<file path="src/rtl/e3_pkg.sv">
// rtl/e3_pkg.sv - shared state encoding, excess-3 constants and digit check for e3_mul_seq
package e3_pkg;

    typedef enum logic [1:0] {
        S_IDLE = 2'd0,
        S_CALC = 2'd1,
        S_FIN  = 2'd2
    } state_t;

    localparam int         E3_OFFSET = 3;
    localparam logic [3:0] E3_MIN    = 4'h3;
    localparam logic [3:0] E3_MAX    = 4'hC;

    function automatic logic e3_ok(input logic [3:0] d);
        return (d >= E3_MIN) && (d <= E3_MAX);
    endfunction

endpackage

</file>
<file path="src/rtl/e3_mul_seq_if.sv">
// rtl/e3_mul_seq_if.sv - request/result bundle for e3_mul_seq
interface e3_mul_seq_if #(parameter int DIGITS = 2);
    logic                  start;
    logic [4*DIGITS-1:0]   x;
    logic [3:0]            m;
    logic                  busy;
    logic                  done;
    logic [4*DIGITS+3:0]   y;
    logic                  err;

    modport master (output start, x, m, input busy, done, y, err);
    modport slave  (input start, x, m, output busy, done, y, err);
endinterface

</file>
<file path="src/rtl/e3_digit_mac.sv">
// rtl/e3_digit_mac.sv - one excess-3 digit multiply-accumulate step
// (x_d-3)*(m-3)+carry, split into an excess-3 result digit and a decimal carry.
module e3_digit_mac
    import e3_pkg::*;
(
    input  logic [3:0] i_xd,
    input  logic [3:0] i_md,
    input  logic [3:0] i_cin,
    output logic [3:0] o_yd,
    output logic [3:0] o_cout
);
    logic [3:0] w_xv;
    logic [3:0] w_mv;
    logic [7:0] w_p;

    always_comb begin
        w_xv   = i_xd - 4'(E3_OFFSET);
        w_mv   = i_md - 4'(E3_OFFSET);
        w_p    = ({4'd0, w_xv} * {4'd0, w_mv}) + {4'd0, i_cin};
        o_yd   = 4'(w_p % 8'd10) + E3_MIN;
        o_cout = 4'(w_p / 8'd10);
    end
endmodule

</file>
<file path="src/rtl/e3_mul_seq.sv">
// rtl/e3_mul_seq.sv - sequential excess-3 multi-digit by single-digit multiplier
// Optional input digit check enabled by defining E3_MUL_SEQ_CHK_EN.
module e3_mul_seq
    import e3_pkg::*;
#(
    parameter int DIGITS = 2
) (
    input  logic          clk,
    input  logic          rst,
    e3_mul_seq_if.slave   bus
);
    localparam int XW = 4 * DIGITS;
    localparam int YW = 4 * DIGITS + 4;
    localparam int IW = $clog2(DIGITS + 1);
    localparam logic [IW-1:0] LAST = IW'(DIGITS);

    state_t         r_state;
    state_t         w_next;
    logic [XW-1:0]  r_x;
    logic [3:0]     r_m;
    logic [3:0]     r_carry;
    logic [IW-1:0]  r_idx;
    logic [YW-1:0]  r_y;
    logic [3:0]     w_yd;
    logic [3:0]     w_cout;
    logic           w_accept;
    logic           w_bad;

    assign w_accept = (r_state == S_IDLE) && bus.start;

`ifdef E3_MUL_SEQ_CHK_EN
    logic r_err;

    always_comb begin
        w_bad = !e3_ok(bus.m);
        for (int i = 0; i < DIGITS; i++) begin
            if (!e3_ok(bus.x[4*i +: 4])) begin
                w_bad = 1'b1;
            end
        end
    end

    always_ff @(posedge clk) begin
        if (rst) begin
            r_err <= 1'b0;
        end else if (w_accept) begin
            r_err <= w_bad;
        end
    end

    assign bus.err = r_err;
`else
    assign w_bad   = 1'b0;
    assign bus.err = 1'b0;
`endif

    e3_digit_mac u_mac (
        .i_xd   (r_x[3:0]),
        .i_md   (r_m),
        .i_cin  (r_carry),
        .o_yd   (w_yd),
        .o_cout (w_cout)
    );

    always_ff @(posedge clk) begin
        if (rst) begin
            r_state <= S_IDLE;
        end else begin
            r_state <= w_next;
        end
    end

    // The final CALC step sees an E3 zero digit, so it emits carry+3 as the top digit.
    always_comb begin
        w_next = S_IDLE;
        case (r_state)
            S_IDLE: begin
                if (w_accept) begin
                    w_next = w_bad ? S_FIN : S_CALC;
                end else begin
                    w_next = S_IDLE;
                end
            end
            S_CALC: w_next = (r_idx == LAST) ? S_FIN : S_CALC;
            S_FIN:  w_next = S_IDLE;
            default: w_next = S_IDLE;
        endcase
    end

    always_comb begin
        bus.busy = (r_state != S_IDLE);
        bus.done = (r_state == S_FIN);
    end

    always_ff @(posedge clk) begin
        if (rst) begin
            r_x     <= '0;
            r_m     <= '0;
            r_carry <= '0;
            r_idx   <= '0;
            r_y     <= {(DIGITS+1){E3_MIN}};
        end else if (w_accept) begin
            r_x     <= bus.x;
            r_m     <= bus.m;
            r_carry <= '0;
            r_idx   <= '0;
            if (w_bad) begin
                r_y <= {(DIGITS+1){E3_MIN}};
            end
        end else if (r_state == S_CALC) begin
            // Result digits enter at the top and shift down, LS digit lands in [3:0].
            r_y     <= YW'({w_yd, r_y} >> 4);
            r_x     <= XW'({E3_MIN, r_x} >> 4);
            r_carry <= w_cout;
            r_idx   <= r_idx + IW'(1);
        end
    end

    assign bus.y = r_y;
endmodule

</file>
<file path="src/flat_wrapper.sv">
// flat-port wrapper written by rule: the top's interface ports become plain ports
module e3_mul_seq_flat import e3_pkg::*;
#(
    parameter int DIGITS = 2
)
  (clk, rst, bus_start, bus_x, bus_m, bus_busy, bus_done, bus_y, bus_err);
  e3_mul_seq_if #(.DIGITS(DIGITS)) bus_i ();
  input  logic clk;
  input  logic rst;
  input wire logic [$bits(bus_i.start)-1:0] bus_start;
  input wire logic [$bits(bus_i.x)-1:0] bus_x;
  input wire logic [$bits(bus_i.m)-1:0] bus_m;
  output wire logic [$bits(bus_i.busy)-1:0] bus_busy;
  output wire logic [$bits(bus_i.done)-1:0] bus_done;
  output wire logic [$bits(bus_i.y)-1:0] bus_y;
  output wire logic [$bits(bus_i.err)-1:0] bus_err;
  assign bus_i.start = bus_start;
  assign bus_i.x = bus_x;
  assign bus_i.m = bus_m;
  assign bus_busy = bus_i.busy;
  assign bus_done = bus_i.done;
  assign bus_y = bus_i.y;
  assign bus_err = bus_i.err;
  e3_mul_seq #(.DIGITS(DIGITS)) u_core (.clk(clk), .rst(rst), .bus(bus_i));
endmodule
</file>
<file path="config.mk">
export PLATFORM = sky130hd
export DESIGN_NAME = e3_mul_seq_flat
export DESIGN_NICKNAME = d
export VERILOG_FILES = /design/src/rtl/e3_pkg.sv /design/src/rtl/e3_mul_seq_if.sv /design/src/rtl/e3_digit_mac.sv /design/src/rtl/e3_mul_seq.sv /design/src/flat_wrapper.sv
export SDC_FILE = /design/constraint.sdc
export NUM_CORES = 1
export LEC_CHECK = 0
export ABC_AREA = 0
export ABC_CLOCK_PERIOD_IN_PS = 13900
export BUFFER_PORTS_ARGS = -buffer_cell sky130_fd_sc_hd__buf_2
export CORE_ASPECT_RATIO = 0.8
export CORE_MARGIN = 10
export CORE_UTILIZATION = 52
export CTS_CLUSTER_DIAMETER = 60
export DETAILED_ROUTE_END_ITERATION = 8
export PLACE_DENSITY = 0.79
export REMOVE_ABC_BUFFERS = 1
export SLEW_MARGIN = 20
export SYNTH_ARGS = -nofsm -noshare
export SYNTH_HDL_FRONTEND = slang
export SYNTH_SLANG_ARGS = --single-unit
</file>
<file path="constraint.sdc">
create_clock -name clk -period 13.9 [get_ports clk]
set_clock_uncertainty 0.1 [all_clocks]
set_input_delay 0.695 -clock clk [delete_from_list [all_inputs] [get_ports clk]]
set_output_delay 0.695 -clock clk [all_outputs]
set_load 0.02 [all_outputs]
</file>
==> out/metrics.csv <==
stage,metric,value,unit
die,rows,23,
die,ios,30,
global_route,grtUsageTotal,15.6,%
clock_network,postCtsSetupBuffers,0,
global_route,grt_pass1_wl,11.6,mm
synthesis,ys_warn_count,0,
synthesis,yosys.area_share.simple,24.2,%
sta,rsz0062_at_grt,false,
sta,worst_pin_slew,0.901,ns
synthesis,synthXorXnorAreaFrac,5.93,%
synthesis,synthTopCellsByArea,"dfxtp_1, ha_1, nand2_1",
sta,tns,0,ns
clock_network,clkLatencyLatePin,0.28,ns
synthesis,netlist_instances,359,
sta,clock.fmax,174,MHz
clock_network,cts_buffers,5,
synthesis,yosysUniqueCellTypes,64,
placed_design,place.gp.congestion,0.973,
synthesis,avgSynthCellArea,7.70,sq um
finish,num-nets-final,417,
finish,antennaDiodeCount,0,
finish,fin_area,3010,sq um
drt,wl,6.62,mm
placed_design,placed_cells,431,
worst_hold_path,min_from,u_core.bus.y[3]$_SDFFE_PP0P_,
placed_design,hpwl,4.97,mm
critical_path,start_kind,flip-flop,
critical_path,critPathMaxFanout,11,
critical_path,required,14.00,ns
synthesis,synth-compound-area-share,24.8,%
drt,wire_per_inst,15.1,microns
sta,max_slew_margin,39.9,%
sta,fin_ws,8.14,ns
synthesis,synthArstFlopShare,0,%
drt,viasPerCell,6.08,
die,design.core.area,5060,sq um
sta,fin_crit,5.76,ns
global_route,grt_pass1_vias,2477,
clock_network,cts_resized,0,
synthesis,synth-edff-count,0,
critical_path,critPathCaptureType,flip-flop,
critical_path,r2r_start,u_core.r_x[0]$_SDFFE_PP0P_,
synthesis,synth.area.mux_share,0.362,%
clock_network,cts_hold_buf,0,
sta,setup_viol,0,
drt,drc_errors,0,
finish,drive_gt1_share,14.3,%
worst_hold_path,min_to,u_core.bus.y[3]$_SDFFE_PP0P_,
worst_hold_path,min_path_cells,2,
synthesis,synth_top_family_by_area,compound AO/OA/AOI/OAI gates,
clock_network,cts_sinks,32,
critical_path,r2r_setup_slack,8.14,ns
synthesis,synthAdderAreaFrac,14.8,%
clock_network,cts.path.max_buffers,2,
synthesis,ys_seq_elements,32,
critical_path,critical_path_class,reg2reg,
placed_design,port_buffers,28,
finish,fillerInstances,446,
global_route,grt_start_max_net_pins,28,
outcome,status,finished clean,
clock_network,clkTransAtPathRegs,0.07,ns
finish,final_cells,439,
worst_hold_path,hold_path_class,reg2reg,
synthesis,yosysMostFrequentCell,nand2_1,
drt,antenna_left,0,
sta,timing.final.max_slew_violations,0,
die,die-width,102,microns
synthesis,ys_seq_area_share,23.2,%
global_route,grt_overflow_total,0,
synthesis,yosys-top-cells-count,"nand2_1, dfxtp_1, nor2_1",
placed_design,dp_slack,8.25,ns
die,dieArea,8650,sq um
global_route,antenna_found_initial,0,
placed_design,placed_cell_area,2900,sq um
synthesis,synth_top_area_share,23.2,%
synthesis,synth_flop_cell,dfxtp_1,
die,die_h,85.2,microns
sta,period_share,41.5,%
critical_path,reg2reg_to,u_core.bus.y[10]$_SDFFE_PP0P_,
synthesis,synth_area_leader_cell,dfxtp_1,
job,drv_cap,0,
clock_network,cts_root_buf,clkbuf_8,
sta,finalHoldViolations,0,
drt,drtPass1Iterations,5,
clock_network,tritoncts,yes,
die,initial_core_util,54.6,%
drt,drt_iter0_markers,209,
drt,vias,2669,
clock_network,htreeDepth,2,
finish,syn2layout_area_growth,8.91,%
critical_path,reg2reg_depth,18,
critical_path,cp.arrival,5.86,ns
synthesis,syn_area,2770,sq um
[critical path, cell delays in order (launching register included)]
cell	delay, ns
dfxtp_1	0.37
ha_1	0.23
xnor2_1	0.26
nand2_1	0.13
fa_1	0.58
fa_1	0.45
fa_1	0.51
inv_1	0.04
ha_1	0.39
nand2b_1	0.10
a21oi_2	0.21
xor2_1	0.69
nand2_1	0.24
a41oi_2	0.21
and3_1	0.33
nor2_2	0.08
maj3_2	0.31
o211a_1	0.21
nor4_2	0.23
[metal layers]
layer	GRT usage, %	up-vias	part of all wire (%)
met5	0	-	0
met4	3.16	0	0.75
met3	3.48	10	7.5
met2	22.7	100	44
met1	22.8	1256	48
li1	-	1303	-
[how the worst max path moves through the flow]
stage                                     startpoint                             to  slack [ns]  cells after the start
after floorplan           u_core.r_x[0]$_SDFFE_PP0P_  u_core.bus.y[10]$_SDFFE_PP0P_        8.76                     18
after global placement    u_core.r_x[0]$_SDFFE_PP0P_  u_core.bus.y[10]$_SDFFE_PP0P_        8.27                     18
after detailed placement  u_core.r_x[0]$_SDFFE_PP0P_  u_core.bus.y[10]$_SDFFE_PP0P_        8.25                     18
after CTS                 u_core.r_x[0]$_SDFFE_PP0P_  u_core.bus.y[10]$_SDFFE_PP0P_        8.19                     18
after global routing      u_core.r_m[0]$_SDFFE_PP0P_   u_core.bus.y[9]$_SDFFE_PP1P_        7.68                     18
final                     u_core.r_x[0]$_SDFFE_PP0P_  u_core.bus.y[10]$_SDFFE_PP0P_        8.14                     18
[flip-flops by register name, indices dropped and copies added, names as in the netlist]
name            cells
u_core.r_idx        2
u_core.r_m          4
u_core.r_carry      4
u_core.r_state      2
u_core.bus.y       12
u_core.r_x          8
[layout by cell type (no fill, tap or decap), types with 7 or more instances in the layout]
| cell type | Yosys | final |
|---|---|---|
| nor3_1 | 11 | 11 |
| dfxtp_1 | 32 | 32 |
| o211ai_1 | 8 | 8 |
| o21ai_0 | 7 | 7 |
| fa_1 | 7 | 7 |
| xnor2_1 | 9 | 9 |
| a211oi_1 | 9 | 9 |
| ha_1 | 19 | 19 |
| buf_2 | 3 | 28 |
| inv_1 | 26 | 26 |
| nand2_1 | 49 | 49 |
| nor2_1 | 31 | 31 |
| nor2b_1 | 7 | 7 |
| a21oi_1 | 30 | 30 |
[logic make-up after synthesis]
family          after synthesis
flops                        32
mux                           1
fa+ha+maj                    29
simple gates                138
compound gates               96
buf+inv                      45
xor+xnor                     17
other cells                   1
[metrics by stage]
step	utilization (%)	hold WS [ns]
2_1_floorplan	-	0.336
3_3_place_gp	57.3	0.340
3_5_place_dp	57.3	0.348
4_1_cts	59.5	0.358
5_1_grt	59.5	0.389
6_report	59.5	0.357
[cell type report]
cell class | count | area [sq um] | area share, %
multi-input combinational | 282 | 1940 | 64.4
sequential | 32 | 641 | 21.3
timing repair buffer | 29 | 148 | 4.90
inverter | 26 | 97.6 | 3.24
tap | 62 | 77.6 | 2.58
clock buffer | 6 | 72.6 | 2.41
clock inverter | 2 | 35.0 | 1.16
Power is left out: the tool's default activity adds up to more than one toggle a clock period on the data nets, which glitch-free logic cannot reach.
